File: src/rtl/hazard_pkg.sv
// Shared encodings for the pipeline hazard/forwarding controller.
package hazard_pkg;

  typedef enum logic [1:0] {
    FWD_RF = 2'b00,
    FWD_W  = 2'b01,
    FWD_M  = 2'b10
  } fwd_sel_e;

  localparam int REG_ZERO = 0;

  function automatic int max_int(input int a, input int b);
    return (a > b) ? a : b;
  endfunction

endpackage

File: src/rtl/hazard_ctrl_md_busy_ctr.sv
// Mult/div busy countdown: loads the unit latency on issue, counts down to idle.
module md_busy_ctr
  import hazard_pkg::*;
#(
  parameter int MUL_LAT = 5,
  parameter int DIV_LAT = 10
) (
  input  logic clk,
  input  logic rst_n,
  input  logic start,
  input  logic is_div,
  output logic busy
);

  localparam int CNT_W = $clog2(max_int(MUL_LAT, DIV_LAT) + 1);
  localparam logic [CNT_W-1:0] MUL_V = CNT_W'(MUL_LAT);
  localparam logic [CNT_W-1:0] DIV_V = CNT_W'(DIV_LAT);

  logic [CNT_W-1:0] cnt_q, cnt_d;

  // A start while already busy simply reloads; the latest issue wins.
  always_comb begin
    cnt_d = cnt_q;
    if (start) begin
      cnt_d = is_div ? DIV_V : MUL_V;
    end else if (cnt_q != '0) begin
      cnt_d = cnt_q - CNT_W'(1);
    end
  end

  always_ff @(posedge clk or negedge rst_n) begin
    if (!rst_n) begin
      cnt_q <= '0;
    end else begin
      cnt_q <= cnt_d;
    end
  end

  assign busy = (cnt_q != '0);

endmodule

File: src/rtl/hazard_ctrl.sv
// Hazard detection and operand forwarding for the 5-stage pipeline; only state is the MDU countdown.
module hazard_ctrl
  import hazard_pkg::*;
#(
  parameter int REG_AW  = 5,
  parameter int MUL_LAT = 5,
  parameter int DIV_LAT = 10
) (
  input  logic              clk,
  input  logic              rst_n,
  input  logic [REG_AW-1:0] rs_D,
  input  logic [REG_AW-1:0] rt_D,
  input  logic              use_rs_D,
  input  logic              use_rt_D,
  input  logic              branch_D,
  input  logic              jr_D,
  input  logic              md_use_D,
  input  logic [REG_AW-1:0] rs_E,
  input  logic [REG_AW-1:0] rt_E,
  input  logic [REG_AW-1:0] writereg_E,
  input  logic              regwrite_E,
  input  logic              memtoreg_E,
  input  logic              md_start_E,
  input  logic              md_div_E,
  input  logic [REG_AW-1:0] writereg_M,
  input  logic              regwrite_M,
  input  logic              memtoreg_M,
  input  logic [REG_AW-1:0] writereg_W,
  input  logic              regwrite_W,
  output logic [1:0]        fwd_AE,
  output logic [1:0]        fwd_BE,
  output logic              fwd_AD,
  output logic              fwd_BD,
  output logic              stall_F,
  output logic              stall_D,
  output logic              flush_E,
  output logic              md_busy
);

  localparam logic [REG_AW-1:0] ZERO_R = REG_AW'(REG_ZERO);

  // $0 is hardwired, so a write to it never creates a dependency.
  function automatic logic dep(input logic [REG_AW-1:0] dst, input logic [REG_AW-1:0] src);
    return (dst != ZERO_R) && (dst == src);
  endfunction

  logic m_rs_hit, m_rt_hit, w_rs_hit, w_rt_hit;
  logic e_rsd, e_rtd, m_rsd, m_rtd;
  logic match_e, match_m, br_match_e, br_match_m;
  logic lw_stall, br_stall, md_stall, stall;

  md_busy_ctr #(
    .MUL_LAT(MUL_LAT),
    .DIV_LAT(DIV_LAT)
  ) u_md_busy_ctr (
    .clk   (clk),
    .rst_n (rst_n),
    .start (md_start_E),
    .is_div(md_div_E),
    .busy  (md_busy)
  );

  always_comb begin
    m_rs_hit = regwrite_M && dep(writereg_M, rs_E);
    m_rt_hit = regwrite_M && dep(writereg_M, rt_E);
    w_rs_hit = regwrite_W && dep(writereg_W, rs_E);
    w_rt_hit = regwrite_W && dep(writereg_W, rt_E);

    fwd_AE = FWD_RF;
    if (m_rs_hit) fwd_AE = FWD_M;
    else if (w_rs_hit) fwd_AE = FWD_W;

    fwd_BE = FWD_RF;
    if (m_rt_hit) fwd_BE = FWD_M;
    else if (w_rt_hit) fwd_BE = FWD_W;
  end

  always_comb begin
    e_rsd = use_rs_D && dep(writereg_E, rs_D);
    e_rtd = use_rt_D && dep(writereg_E, rt_D);
    m_rsd = use_rs_D && dep(writereg_M, rs_D);
    m_rtd = use_rt_D && dep(writereg_M, rt_D);

    match_e = e_rsd || e_rtd;
    match_m = m_rsd || m_rtd;

    // Branches compare both operands in D; jr only consumes rs.
    br_match_e = (branch_D && match_e) || (jr_D && e_rsd);
    br_match_m = (branch_D && match_m) || (jr_D && m_rsd);

    fwd_AD = (branch_D || jr_D) && regwrite_M && !memtoreg_M && m_rsd;
    fwd_BD = branch_D && regwrite_M && !memtoreg_M && m_rtd;

    lw_stall = memtoreg_E && regwrite_E && match_e;
    br_stall = (regwrite_E && br_match_e) || (memtoreg_M && br_match_m);
    md_stall = md_use_D && (md_busy || md_start_E);

    stall   = lw_stall || br_stall || md_stall;
    stall_F = stall;
    stall_D = stall;
    flush_E = stall;
  end

endmodule

File: config.mk
export PLATFORM = sky130hd
export DESIGN_NAME = hazard_ctrl
export DESIGN_NICKNAME = d
export VERILOG_FILES = /design/src/rtl/hazard_pkg.sv /design/src/rtl/hazard_ctrl_md_busy_ctr.sv /design/src/rtl/hazard_ctrl.sv
export SDC_FILE = /design/constraint.sdc
export NUM_CORES = 1
export LEC_CHECK = 0
export BUFFER_PORTS_ARGS = -buffer_cell sky130_fd_sc_hd__clkbuf_2
export CAP_MARGIN = 10
export CORE_AREA = 5 5 61 47
export CTS_CLUSTER_DIAMETER = 120
export DETAILED_ROUTE_END_ITERATION = 8
export DIE_AREA = 0 0 66 52
export PLACE_DENSITY = 0.78
export SLEW_MARGIN = 20
export SYNTH_ARGS = -nofsm -noshare
export SYNTH_HDL_FRONTEND = slang
export SYNTH_HIERARCHICAL = 1
export SYNTH_SLANG_ARGS = --single-unit
File: constraint.sdc
create_clock -name clk -period 2 [get_ports clk]
set_input_delay 0.2 -clock clk [delete_from_list [all_inputs] [get_ports clk]]
set_output_delay 0.2 -clock clk [all_outputs]
set_load 0.01 [all_outputs]
# After elaboration in Yosys (flattened, before gate mapping)
# Cells that the tools add are included.
[totals] register_bits=4 in_bits=49 out_inout_bits=10 wordCells=63
[classes] n_addsub=1 eq_ne=8 mux=7 reduce_logical=46
[ops] op="$eq A5 B5 Y1" n=8
[ops] op="$logic_and A1 B1 Y1" n=31
[ops] op="$reduce_bool A5 Y1" n=3
[ops] op="$mux W4" n=3
[ops] op="$logic_or A1 B1 Y1" n=9
[ops] op="$mux W2" n=2
[ops] op="$reduce_bool A4 Y1" n=1
[ops] op="$sub A4 B1 Y4 const B" n=1
[ops] op="$mux W1" n=2
[ops] op="$reduce_bool A2 Y1" n=1
[ops] op="$logic_not A1 Y1" n=1

# Longest topological paths before layout
# Gate-level depths: netlist (run 1).
[logic_depth] ltp_word=10 depth_mapped=7 depth_no_buf=6

# By module
# The synthesis (run 1) kept the hierarchy.
[modules_own_cells] mod="hazard_ctrl" instances=1 cells_per_inst=84 area_per_inst_um2=639.4 seq_area_each_um2=0.0
[modules_own_cells] mod="md_busy_ctr" instances=1 cells_per_inst=21 area_per_inst_um2=236.5 seq_area_each_um2=100.1

# Worst setup path after synthesis (run 1)
# OpenSTA, ideal clock, no wires.
[synth_path] kind="input to output" startpoint="input port writereg_M[4]" endpoint="output port stall_D" t_arrival_ns=1.557 required_ns=1.800 slack_ns=0.243 cell_stages=7 n_path_buf=2 cell_sequence="buf_2 -> or4_4 -> nor2_1 -> nor4_1 -> o21ai_1 -> o311ai_1 -> buf_4"
[synth_between] elab_chain_len=10 elab_cells_between_ends=15 classes_between="2 x eq/ne; 13 x reduce/logical"
[synth_rtl] item="start, declared" line_no="hazard_ctrl.sv:25" text="input logic [REG_AW-1:0] writereg_M,"
[synth_rtl] item="$eq A5 B5 Y1 or $reduce_bool A5 Y1 (tied branches)" line_no="hazard_ctrl.sv:44" text="return (dst != ZERO_R) && (dst == src);"
[synth_rtl] item="$logic_and A1 B1 Y1" line_no="hazard_ctrl.sv:44"
[synth_rtl] item="$logic_and A1 B1 Y1, on equally long branches" line_no="hazard_ctrl.sv:81, hazard_ctrl.sv:82"
[synth_rtl] item="$logic_or A1 B1 Y1" line_no="hazard_ctrl.sv:85" text="match_m = m_rsd || m_rtd;"
[synth_rtl] item="$logic_and A1 B1 Y1" line_no="hazard_ctrl.sv:89" text="br_match_m = (branch_D && match_m) || (jr_D && m_rsd);"
[synth_rtl] item="$logic_or A1 B1 Y1 (*)" line_no="hazard_ctrl.sv:89"
[synth_rtl] item="$logic_and A1 B1 Y1 (*)" line_no="hazard_ctrl.sv:95" text="br_stall = (regwrite_E && br_match_e) || (memtoreg_M && br_match_m);"
[synth_rtl] item="$logic_or A1 B1 Y1 (*)" line_no="hazard_ctrl.sv:95"
[synth_rtl] item="$logic_or A1 B1 Y1 (*) (2 in series)" line_no="hazard_ctrl.sv:98" text="stall = lw_stall || br_stall || md_stall;"
[synth_rtl] item="end, declared" line_no="hazard_ctrl.sv:35" text="output logic stall_D,"
# Mark *: on every way between the ends. The rest lies on a longest branch, timed or not.

# Worst setup path in the final report (run 1)
[layout_path] startpoint="register u_md_busy_ctr.cnt_q[0]" endpoint="output port stall_D"
[layout_between] elab_chain_len=4
[layout_rtl] item="start, declared" line_no="hazard_ctrl_md_busy_ctr.sv:19" text="logic [CNT_W-1:0] cnt_q, cnt_d;"
[layout_rtl] item="start signal, assigned" line_no="hazard_ctrl_md_busy_ctr.sv:35" text="cnt_q <= cnt_d;"
[layout_rtl] item="$reduce_bool A4 Y1" line_no="hazard_ctrl_md_busy_ctr.sv:39" text="assign busy = (cnt_q != '0);"
[layout_rtl] item="$logic_or A1 B1 Y1" line_no="hazard_ctrl.sv:96" text="md_stall = md_use_D && (md_busy || md_start_E);"
[layout_rtl] item="$logic_and A1 B1 Y1" line_no="hazard_ctrl.sv:96"
[layout_rtl] item="$logic_or A1 B1 Y1" line_no="hazard_ctrl.sv:98"
# Every way passes these cells.

==> results of run 1 <==
-- Yosys cell counts (3+ instances only) --
cell type,instances,share of area [%]
nor2_1,3,1.3
buf_4,4,3.4
dfrtp_1,4,11
inv_1,5,2.1
xor2_1,20,20
nor4_1,5,3.6
or4_1,4,3.4
xnor2_1,19,19
o21ai_0,4,2.3
-- kinds of logic after synthesis --
| family | synth area share, % |
|---|---|
| XOR/XNOR | 39.0 |
| AND/OR/NAND/NOR | 24.0 |
| AO/OA/AOI/OAI | 11.9 |
| buffers and inverters | 8.43 |
| flip-flops | 11.4 |
| multiplexers | 2.43 |
| adder cells (fa/ha/maj) | 2.86 |
-- final timing paths --
kind	startpoint	end	slack (ns)	cells after the start
max	u_md_busy_ctr/cnt_q[0]$_DFFE_PN0P_	stall_D	0.13	7
min	md_start_E	u_md_busy_ctr/cnt_q[0]$_DFFE_PN0P_	0.28	2
max reg2reg	u_md_busy_ctr/cnt_q[0]$_DFFE_PN0P_	u_md_busy_ctr/cnt_q[1]$_DFFE_PN0P_	0.56	6
min reg2reg	u_md_busy_ctr/cnt_q[0]$_DFFE_PN0P_	u_md_busy_ctr/cnt_q[0]$_DFFE_PN0P_	0.70	3
max in group asynchronous	rst_n	u_md_busy_ctr/cnt_q[0]$_DFFE_PN0P_	1.55	2
min in group asynchronous	rst_n	u_md_busy_ctr/cnt_q[3]$_DFFE_PN0P_	0.32	2
-- stage by stage --
| step | hold WS, ns | util [%] | setup WS (ns) | power [mW] |
|---|---|---|---|---|
| after floorplan | -0.0956 | - | 0.243 | 0.256 |
| after global placement | 0.00306 | 51.1 | 0.192 | 0.345 |
| after detailed placement | 0.00647 | 51.1 | 0.159 | 0.356 |
| after CTS | 0.248 | 52.6 | 0.00155 | 0.457 |
| after global routing | 0.284 | 53.2 | -0.0156 | 0.499 |
| final | 0.276 | 53.2 | 0.130 | 0.459 |
-- cells in the final DEF (no fill, tap or decap), types with 3 or more instances in the layout --
cell      Yosys  routed
clkbuf_2      0      58
xor2_1       20      20
xnor2_1      19      19
inv_1         5       5
nor4_1        5       4
or4_1         4       4
dfrtp_1       4       4
nor2_1        3       3
o21ai_0       4       3
nor4_2        2       3
o21ai_1       2       3
clkbuf_4      0       3
-- routing by layer --
layer,part of all wire (%),vias to the layer above
met3,9.5,4
met4,1.5,0
met2,48,39
met1,41,451
li1,-,485
met5,0,-
-- timing repair --
item,4_1_cts,5_1_grt
hold buffers,1,0
endpoints found under the setup margin,0,3
resized for setup,0,2
buffers inserted,0,1
hold endpoints to repair,4,0
-- cell type report --
class                           instances  area share [%]
Sequential cell                         4            8.29
Multi-Input combinational cell         88            58.7
Timing Repair Buffer                   61            26.1
Clock buffer                            3            1.87
Inverter                                5            1.55
Tap cell                               34            3.52
-- worst max-delay path: cells and delay by family, from the launching register on --
| kind | cells | cell delay, ns |
|---|---|---|
| compound gates | 2 | 0.28 |
| buf+inv | 3 | 0.36 |
| flops | 1 | 0.37 |
| simple gates | 1 | 0.24 |
| fa+ha+maj | 1 | 0.20 |
-- power by group through the flow --
stage	clock network (mW)	logic (mW)	registers [mW]
floorplan	0	0.150	0.107
global placement	0	0.236	0.109
detailed placement	0	0.245	0.111
CTS	0.0992	0.248	0.110
global route	0.107	0.280	0.112
finish	0.0950	0.254	0.110
==> impl_metrics.tcl, run 1 <==
set metrics [dict create \
    critPathKind "flop to output port" \
    drtIter0Drc 25 \
    hpwlAfterDp_um 2400 \
    ioPinCount 59 \
    syn-num-nets 156 \
    drc_errors 0 \
    cts_tree "done" \
    worstSkewPairLatency_ns 0.23 \
    vias_per_cell 5.02 \
    reg.largest.list "u_md_busy_ctr/cnt_q (4)" \
    yosysWarnings 6 \
    fin_cells 195 \
    grt_max_degree 7 \
    wire_per_inst_um 14.1 \
    p_per_area_nw_per_um2 380 \
    comb_power_share_pct 55.3 \
    post-route-period-util_pct 93.5 \
    setup_tns_ns 0 \
    fmax_mhz 535 \
    io_buffers 58 \
    drv_slew 0 \
    diodes 0 \
    h-tree-depth 1 \
    synth-edff-count 0 \
    slowest_stage "dfrtp_1" \
    worstMarginPinSlew_ns 0.455 \
    final_antenna_net_count 0 \
    cap_violations 0 \
    row_count 15 \
    p_leak_nw 0.564 \
    ys.flop_type "dfrtp_1" \
    nFillCells 213 \
    yosysSeqAreaShare_pct 11.4 \
    die_w_um 66 \
    drive_gt1_share_pct 42.9 \
    slew_headroom_pct 69.4 \
    grt_pass1_wl_um 4150 \
    multi_input_area_um2 708 \
    crit_path_start_kind "flop" \
    ys_types 33 \
    core_um2 2270 \
    grtUsageTotal_pct 15.4 \
    async_reset_ff_share_pct 100 \
    use_met3_pct 3.02 \
    placed_cell_area_um2 1160 \
    critPathMaxStageDelay_ns 0.37 \
    cts_buffers 3 \
    synth_seq_cells 4 \
    antenna_found_initial 0 \
    drtPass1Iterations 4 \
    place_congestion 0.873 \
    max-vdd-ir-drop_uv 297 \
    fin_skew_ns 0.00439 \
    cts-root-buf "clkbuf_4" \
    grt.met1_usage_pct 20.0 \
    cell_internal_pwr_mw 0.289 \
    use_met2_pct 26.1 \
    grt_overflow 0 \
    largest_reg_flops 4 \
    crit_path_frequent_cell "inv_1" \
    clock_power_share_pct 20.7 \
    critPathMaxFanout 3 \
    seqPwrFrac_pct 24.0 \
    wl_um 2750 \
    chipHeight_um 52 \
    postSynthCellCount 105 \
    p_sw_mw 0.170 \
    largest-register "u_md_busy_ctr/cnt_q" \
    dieArea_um2 3430 \
    finalNetCount 214 \
    post-place-cells 190 \
    layout_min_cycle_time_ns 1.87 \
    cts_buffer_depth 2 \
    area_delta_synth_final_pct 37.9 \
    design_area_um2 1210 \
    status "finished clean" \
    start_util_pct 38.6 \
    path_cells "inv_1, ha_1, nor3b_4, inv_1, o21ai_1, o311ai_1, clkbuf_2" \
    hold_path_class "primary input to flop" \
    synth_area_um2 876 \
    hold_viol 0 \
    cp-end-kind "output port" \
    synth_area_per_cell_um2 8.34 \
    busiest_layer "met2" \
    path_clk_slew_ns 0.03 \
    setup_viol_count_final 0 \
    route.vias.total 979 \
    cts_sinks 4 \
    worstPathArrival_ns 1.67 \
    grt_pass1_vias 961 \
    cp.required_ns 1.80 \
    register_area_um2 100 \
    switching_share_pct 37.1 \
]
No activity file was read; power rests on OpenSTA's default activity.
==> inputs of run 2 (changes only) <==
--- a/config.mk
+++ b/config.mk
@@ -7,11 +7,12 @@
 export LEC_CHECK = 0
 export BUFFER_PORTS_ARGS = -buffer_cell sky130_fd_sc_hd__clkbuf_2
 export CAP_MARGIN = 10
-export CORE_AREA = 5 5 61 47
+export CORE_AREA = 5 5 64 49
 export CTS_CLUSTER_DIAMETER = 120
 export DETAILED_ROUTE_END_ITERATION = 8
-export DIE_AREA = 0 0 66 52
-export PLACE_DENSITY = 0.78
+export DIE_AREA = 0 0 69 54
+export HOLD_SLACK_MARGIN = 0.06
+export PLACE_DENSITY = 0.74
 export SLEW_MARGIN = 20
 export SYNTH_ARGS = -nofsm -noshare
 export SYNTH_HDL_FRONTEND = slang
==> constraint.sdc (replaced) <==
create_clock -name clk -period 1.5 [get_ports clk]
set_input_delay 0.15 -clock clk [delete_from_list [all_inputs] [get_ports clk]]
set_output_delay 0.15 -clock clk [all_outputs]
set_load 0.01 [all_outputs]
==> impl_metrics.tcl, run 2 (synthesis gave the netlist of run 1 again) <==
set metrics [dict create \
    largest-register "u_md_busy_ctr/cnt_q" \
    area_delta_synth_final_pct 87.0 \
    post-route-period-util_pct 114 \
    violations "setup timing" \
    cap_violations 0 \
    io_buffers 58 \
    drtIter0Drc 45 \
    vias_per_cell 5.08 \
    hpwlAfterDp_um 2630 \
    final_cell_mix "clkbuf_2 (46), buf_4 (33), xor2_1 (20)" \
    cp.required_ns 1.35 \
    diodes 0 \
    place_congestion 0.782 \
    r2r_slack_ns 0.15 \
    max-vdd-ir-drop_uv 196 \
    worstPathArrival_ns 1.56 \
    h-tree-depth 1 \
    utilization_pct 63.9 \
    drtPass1Iterations 4 \
    path_delay_family "simple AND/OR/NAND/NOR gates" \
    hp-start "md_start_E" \
    worst_slack_ns -0.214 \
    p_leak_nw 0.763 \
    crit_cells 7 \
    grt_pass1_vias 1205 \
    grtUsageTotal_pct 18.1 \
    cts_tree "done" \
    route.vias.total 1164 \
    ioPinCount 59 \
    whs_endpoint "u_md_busy_ctr/cnt_q[0]$_DFFE_PN0P_" \
    grt_pass1_wl_um 5240 \
    final_common_cell "clkbuf_2" \
    die_w_um 69 \
    fin_cells 229 \
    p_per_area_nw_per_um2 476 \
    reg.largest.list "u_md_busy_ctr/cnt_q (4)" \
    grt_max_degree 7 \
    chipHeight_um 54 \
    hold_viol 0 \
    critPathBufInv 3 \
    path_clk_slew_ns 0.04 \
    crit_path_start_kind "primary input" \
    fin_skew_ns 0.00112 \
    critPathMaxStageDelay_ns 0.56 \
    whs_ns 0.203 \
    final_antenna_net_count 0 \
    drive_gt1_share_pct 60.1 \
    reg2reg_to "u_md_busy_ctr/cnt_q[2]$_DFFE_PN0P_" \
    largest_reg_flops 4 \
    row_count 16 \
    setup_viol_count_final 10 \
    crit_path_frequent_cell "nor4_4" \
    slew_headroom_pct 73.5 \
    finalNetCount 246 \
    cts_buffers 3 \
    rsz0062_at_grt "true" \
    cts_sinks 4 \
    hold_path_class "primary input to flop" \
    wire_per_inst_um 15.6 \
    worstMarginPinSlew_ns 0.397 \
    r2r-start "u_md_busy_ctr/cnt_q[1]$_DFFE_PN0P_" \
    min_path_cells 2 \
    grt_overflow 0 \
    start_util_pct 34.2 \
    cts_buffer_depth 2 \
    fmax_mhz 584 \
    path_cells "clkbuf_2, or4_4, buf_6, o21ai_4, nor4_4, nor4_4, buf_2" \
    status "complete, but fails checks" \
    post-place-cells 216 \
    drv_slew 0 \
    worstSkewPairLatency_ns 0.24 \
    slowest_stage "or4_4" \
    design_area_um2 1640 \
    dieArea_um2 3730 \
    core_um2 2560 \
    antenna_found_initial 0 \
    layout_min_cycle_time_ns 1.71 \
    critPathKind "primary input to output port" \
    placed_cell_area_um2 1370 \
    cts-root-buf "clkbuf_4" \
    critPathMaxFanout 3 \
    drc_errors 0 \
    cp-end-kind "output port" \
    reg2reg_depth 7 \
    wl_um 3580 \
]
-- run 2: changes by cell type in the layout (fill, tap and decap cells not counted), moves of 2 or more --
cell	before	now
buf_2	0	4
nor2b_1	2	0
inv_1	5	2
nor4_4	0	5
nor2b_4	0	2
nor4_2	3	1
buf_4	2	33
inv_2	0	3
clkbuf_2	58	46
buf_6	0	8
nor4_1	4	1
-- run 2: routing by layer --
metal	routed length, µm	vias up	track usage (%)	share of wire, %
met1	1270	549	18.3	36
met4	219	0	9.74	6.1
met5	0	-	0	0
met3	203	20	4.66	5.7
li1	-	545	-	-
met2	1880	50	35.3	53
-- run 2: how the worst max path moves through the flow --
stage | start | to
6_report | writereg_M[4] | fwd_AE[0]
5_1_grt | u_md_busy_ctr/cnt_q[0]$_DFFE_PN0P_ | flush_E
4_1_cts | u_md_busy_ctr/cnt_q[0]$_DFFE_PN0P_ | stall_D
3_5_place_dp | writereg_W[4] | fwd_AE[0]
3_3_place_gp | writereg_M[1] | stall_D
2_1_floorplan | writereg_M[1] | stall_D
-- run 2: worst reg2reg max path, stage by stage, from the launching register on --
cell	delay, ns
dfrtp_1	0.35
inv_2	0.06
buf_4	0.12
buf_4	0.12
buf_4	0.12
ha_1	0.18
xnor2_1	0.12
o31ai_1	0.18
-- run 2: timing repair --
item,in CTS,in global routing
setup buffers,5,4
gates cloned,0,0
hold buffers,1,0
endpoints found under the setup margin,8,10
gates resized for setup,13,31
hold endpoints to repair,4,0
pin swaps,8,6
-- run 2: final cells by class --
cell class | count | area (µm²)
tap | 36 | 45.0
clock buffer | 3 | 22.5
timing repair buffer | 93 | 613
sequential | 4 | 100
inverter | 5 | 18.8
multi-input combinational | 88 | 838
fill | 223 | 925
-- run 2: power breakdown --
part           leakage (nW)  switching (mW)  internal, mW
logic                 0.703           0.226         0.273
registers            0.0466          0.0194         0.127
clock network        0.0138          0.0455        0.0896
-- run 2: per-stage QoR --
| stage | total power [mW] | setup WS, ns | TNS, ns |
|---|---|---|---|
| floorplan | 0.352 | -0.111 | -0.221 |
| global placement | 0.516 | -0.0991 | -0.547 |
| detailed placement | 0.538 | -0.191 | -0.863 |
| CTS | 0.737 | -0.189 | -0.932 |
| global route | 0.843 | -0.283 | -1.97 |
| finish | 0.780 | -0.214 | -1.44 |
